===== config.mk =====
export PLATFORM = sky130hd
export DESIGN_NAME = seq_detect_ctrl
export DESIGN_NICKNAME = d
export VERILOG_FILES = /design/src/rtl/seq_detect_ctrl.sv
export SDC_FILE = /design/constraint.sdc
export NUM_CORES = 1
export LEC_CHECK = 0
export ABC_AREA = 1
export CAP_MARGIN = 20
export CORE_ASPECT_RATIO = 1.1
export CORE_MARGIN = 3
export CORE_UTILIZATION = 38
export CTS_CLUSTER_DIAMETER = 40
export CTS_CLUSTER_SIZE = 24
export DETAILED_ROUTE_END_ITERATION = 16
export HOLD_SLACK_MARGIN = 0.05
export SYNTH_ARGS = -nofsm -noshare
export SYNTH_HDL_FRONTEND = slang
export SYNTH_SLANG_ARGS = --single-unit

===== constraint.sdc =====
create_clock -name clk -period 4.4 [get_ports clk]
set_input_delay 0.44 -clock clk [delete_from_list [all_inputs] [get_ports clk]]
set_output_delay 0.44 -clock clk [all_outputs]
set_load 0.05 [all_outputs]

===== src/rtl/seq_detect_ctrl.sv =====
// Serial pattern detector: counts (possibly overlapping) occurrences of a 1..4-bit
// pattern in a qualified bit stream and finishes the job after `target` matches.
module seq_detect_ctrl #(
  parameter int CNT_W = 8
) (
  input  logic             clk,
  input  logic             rst,
  input  logic             start,
  input  logic             abort,
  input  logic [3:0]       pattern,
  input  logic [1:0]       plen,
  input  logic [CNT_W-1:0] target,
  input  logic             x,
  input  logic             x_valid,
  output logic             busy,
  output logic             match,
  output logic [CNT_W-1:0] match_cnt,
  output logic             done
);

  typedef enum logic [1:0] {IDLE, FILL, RUN} state_t;

  state_t           state, state_nxt;
  logic [3:0]       hist, hist_nxt, pat_q, mask;
  logic [1:0]       plen_q;
  logic [CNT_W-1:0] target_q;
  logic [2:0]       fill_cnt;
  logic             sample, full, hit, last_hit, launch, zero_job;

  // NOTE: state and datapath registers use non-blocking assignments so every
  // flop samples the pre-edge values regardless of process ordering.
  always_ff @(posedge clk) begin
    if (rst) state <= IDLE;
    else     state <= state_nxt;
  end

  // NOTE: every combinational output gets a default first, so no path can
  // leave it unassigned and infer a latch.
  always_comb begin
    state_nxt = state;
    unique case (state)
      IDLE: if (launch && !zero_job) state_nxt = FILL;
      FILL: begin
        if (abort || last_hit) state_nxt = IDLE;
        else if (sample && full) state_nxt = RUN;
      end
      RUN:  if (abort || last_hit) state_nxt = IDLE;
      default: state_nxt = IDLE;
    endcase
  end

  always_comb begin
    busy     = (state != IDLE);
    launch   = (state == IDLE) && start;
    zero_job = launch && (target == '0);
    // abort beats a coincident sample, so the sample simply never happens
    sample   = busy && x_valid && !abort;
    hist_nxt = {hist[2:0], x};
    unique case (plen_q)
      2'd0:    mask = 4'b0001;
      2'd1:    mask = 4'b0011;
      2'd2:    mask = 4'b0111;
      default: mask = 4'b1111;
    endcase
    // in FILL the current sample completes the history when plen+1 bits were missing one
    full     = (state == RUN) || (fill_cnt == {1'b0, plen_q});
    hit      = sample && full && ((hist_nxt & mask) == (pat_q & mask));
    last_hit = hit && ((match_cnt + CNT_W'(1)) == target_q);
  end

  always_ff @(posedge clk) begin
    if (rst) begin
      hist      <= '0;
      fill_cnt  <= '0;
      pat_q     <= '0;
      plen_q    <= '0;
      target_q  <= '0;
      match_cnt <= '0;
      match     <= 1'b0;
      done      <= 1'b0;
    end else begin
      match <= hit;
      done  <= last_hit || zero_job;
      if (launch) begin
        pat_q     <= pattern;
        plen_q    <= plen;
        target_q  <= target;
        hist      <= '0;
        fill_cnt  <= '0;
        match_cnt <= '0;
      end else if (sample) begin
        hist <= hist_nxt;
        if (state == FILL) fill_cnt <= fill_cnt + 3'd1;
        if (hit) match_cnt <= match_cnt + CNT_W'(1);
      end
    end
  end

endmodule


==> metrics list <==
- The worst hold path terminates at target_q[1].
- Counting flops and latches in the post-synthesis netlist gives 32.
* Final cell utilization of the core: 50.91%
* Layout filler cell count: 437
- Pin count of the biggest net entering global routing: 24
- The longest clock path from root to sink contains 2 buffers.
- Hold WC Path Type: reg -> reg
- The worst hold path was traced through 2 stages.
* DRT iter0 DRCs: 95
- The number of nets in the synthesized netlist is 272.
- For the final routed database, the setup TNS stands at 0 ps.
- Critical path data required time: 3960 ps
- Count of instances resized after the clock tree is built: 0
- Number of diodes: 0
* Final routed DRC violation total: 0
* Layout Nets: 303
- The wire-length estimate of the detail-placed layout is 2.788 mm.
- Horizontal extent of the die: 69.36 um
- The via count of the first global-routing pass is 1412.
* Initial standard-cell utilization of the core: 40.78%
- TritonCTS built the clock tree.
- The placed instances occupy a cell area of 2002 um2.
- On the critical path, the stage with the largest delay is an instance of sky130_fd_sc_hd__clkdlybuf4s50_1.
* Fraction of the yosys area taken by sequential cells: 38.18%
- For this design the ratio of total power to cell area is 311.0 nW/um2.
* Clk slew on worst S/H paths: 70 ps
- Together, buffers and inverters on the worst path number 1.
- Count of yosys warnings during synthesis: 0
- Count of flip-flops with a built-in enable after synthesis: 0
- Final wirelength: 3.776 mm
- Weighted congestion reported at the end of routability-driven placement: 0.7863
* Pre-antenna DRT Iters: 4
- Once detail routing completed, the nets flagged for antenna violations numbered 0.
- Setup violators final: 0
- Measured in cells, the most critical reg-to-reg path has a length of 6.
- In the routed layout, each cell is associated on average with a via count of 4.781.
* Endpoints failing hold: 0
- Clock tree synthesis inserted a total of 5 buffers.
- The synthesized netlist contains 23 unique library cells.
- Synth Cell Area: 1678 um2
- Post-CTS Hold Buffers: 0
* Measured slew at the worst slew-check pin: 798.9 ps
- In this run the most critical hold path is launched from target_q[1].
* Clock sinks: 32
- The number of antenna violations at the first check in global routing was 0.
- In this run the worst path has a maximum fanout of 10.
- Most common library cells after synthesis: sky130_fd_sc_hd__nand2_1, sky130_fd_sc_hd__nor2_1, sky130_fd_sc_hd__dfxtp_1
- Clock latency on the worst-skew pair: 280 ps
- At the placement stage, the worst setup path has a slack of 2270 ps.
- The clock tree synthesis step divided the H-tree into 2 levels.
- After synthesis, the mean cell area works out to 6.711 um2.
- The first global-routing pass estimated 6.465 mm of wire.
* Final number of max-transition violations: 0
* CP top delay family: buffers and inverters
- The tightest hold path in the finished design has a slack of 472.1 ps.
* Global-route congestion overflow total: 0
- The flow ran to the end, and the final reports show no timing, DRC or antenna violations.
* Worst-case headroom to the max-slew limit: 46.54%
- Worst clock skew: 6.430 ps
* Type of origin of the critical path: flip-flop
- Final critical-path setup slack: 2251 ps
- Setup repair after global routing left no endpoint under its margin.
- GRT Overall Usage: 15.59%
* Floorplan die area: 5249 um2
- The worst register-to-register path begins at state[0].
* Most common cell in the netlist: sky130_fd_sc_hd__nand2_1
- For this run, asynchronously set or reset flops after synthesis account for 0%.
- Start point of the critical path: match_cnt[3]
- Setup slack on the worst reg-to-reg path comes out at 2710 ps.
* Core area: 4114 um2
* Root Driver: sky130_fd_sc_hd__clkbuf_8
- For this run, the leading register cell type out of synthesis is sky130_fd_sc_hd__dfxtp_1.
- Max frequency: 0.4653 GHz
- WL per Instance: 11.31 um
* Capture instance of the worst register-to-register path: match_cnt[4]
- Sorting the synthesized cells by area gives the leading types as sky130_fd_sc_hd__dfxtp_1, sky130_fd_sc_hd__nand2_1, sky130_fd_sc_hd__nor2_1, sky130_fd_sc_hd__o21ai_0, sky130_fd_sc_hd__a21oi_1.
- Number of setup buffers added after CTS: 0
* Boundary pin count: 31
- The floorplan has 24 rows.
- In the final layout, the share of cells above drive strength 1 is 9.220%.
* Startpoint-to-endpoint class of the critical path: reg -> out
- Of the post-synthesis cell area, the dominant cell type holds 38.18%.
- From synthesis to final layout, the design area changed by 24.83%.
- Max IR drop VDD: 171.7 uV
* Gate Count Post-Synth: 250
* Ratio of final minimum period to clock period: 48.84%
* Leakage power summed over all cells: 0.8392 nW
* Die Height: 75.69 um
* Cell type with the highest aggregate area in the netlist: sky130_fd_sc_hd__dfxtp_1
- Post-layout min period: 2149 ps
- MaxCap Viol Count: 0
- Overall via count from detail_route: 1597
- Cell Chain, Critical Path: clkdlybuf4s50_1
- Critical path's largest stage delay: 880 ps
* Post-route cell area: 2095 um2
- Endpoint kind of the worst setup timing path: output pin
* PortBufs: 30
- Data on the critical path arrives at its endpoint at 1710 ps.
per-layer routing:
layer  GRT usage (%)  share of wire [%]  up-vias
met5               0                  0        -
met4           3.905               0.53        0
met3           5.145                7.1        2
met2           23.41                 42       43
met1           21.72                 50      692
li1                -                  -      860
power by group:
| group | switching (mW) | internal (mW) |
|---|---|---|
| sequential | 0.0111 | 0.305 |
| combinational | 0.0576 | 0.0423 |
| clock | 0.111 | 0.125 |
| total | 0.180 | 0.472 |
worst max path at each step:
stage	slack, ps	cells after the start	to
2_1_floorplan	2550	10	state[1]
3_3_place_gp	2260	9	match_cnt[7]
3_5_place_dp	2270	9	match_cnt[7]
4_1_cts	2250	1	match_cnt[3]
5_1_grt	2190	3	busy
6_report	2250	1	match_cnt[3]
final cells by class:
type | count | area [um2] | share of cell area (%)
Clock buffer | 6 | 82.58 | 3.943
Clock inverter | 2 | 10.01 | 0.4779
Inverter | 33 | 123.9 | 5.914
Multi-Input combinational cell | 179 | 872.1 | 41.64
Sequential cell | 32 | 640.6 | 30.59
Tap cell | 52 | 65.06 | 3.106
Timing Repair Buffer | 30 | 300.3 | 14.34
through the flow:
step	cells	total power, mW
detailed placement	326	0.4226
CTS	334	0.6572
floorplan	250	0.3869
global placement	326	0.4224
global route	334	0.6889
finish	334	0.6515
cell families after synthesis:
kind of cell | synth area share (%)
buffers and inverters | 9.843
XOR/XNOR | 1.566
AND/OR/NAND/NOR | 33.11
adder cells (fa/ha/maj) | 1.491
AO/OA/AOI/OAI | 15.81
flip-flops | 38.18
flip-flops by register name, indices dropped and copies added, names as in the netlist:
signal,count
match_cnt,8
target_q,8
pat_q,4
fill_cnt,3
hist,3
plen_q,2
state,2
done,1
match,1
cell usage in the layout, fill, tap and decap left out:
cell / instances
sky130_fd_sc_hd__a21oi_1: 23
sky130_fd_sc_hd__clkbuf_8: 6
sky130_fd_sc_hd__clkdlybuf4s50_1: 30
sky130_fd_sc_hd__clkinv_2: 2
sky130_fd_sc_hd__dfxtp_1: 32
sky130_fd_sc_hd__ha_1: 2
sky130_fd_sc_hd__inv_1: 30
sky130_fd_sc_hd__inv_2: 3
sky130_fd_sc_hd__nand2_1: 48
sky130_fd_sc_hd__nand2_2: 5
sky130_fd_sc_hd__nand3_1: 12
sky130_fd_sc_hd__nand3_2: 4
sky130_fd_sc_hd__nand3b_1: 2
sky130_fd_sc_hd__nand4_1: 3
sky130_fd_sc_hd__nor2_1: 39
sky130_fd_sc_hd__nor2_2: 3
sky130_fd_sc_hd__nor2_4: 3
sky130_fd_sc_hd__nor3_1: 1
sky130_fd_sc_hd__o21ai_0: 27
sky130_fd_sc_hd__o21ai_1: 3
sky130_fd_sc_hd__or2_1: 1
sky130_fd_sc_hd__xnor2_1: 3
(Power assumes the default switching activity.)
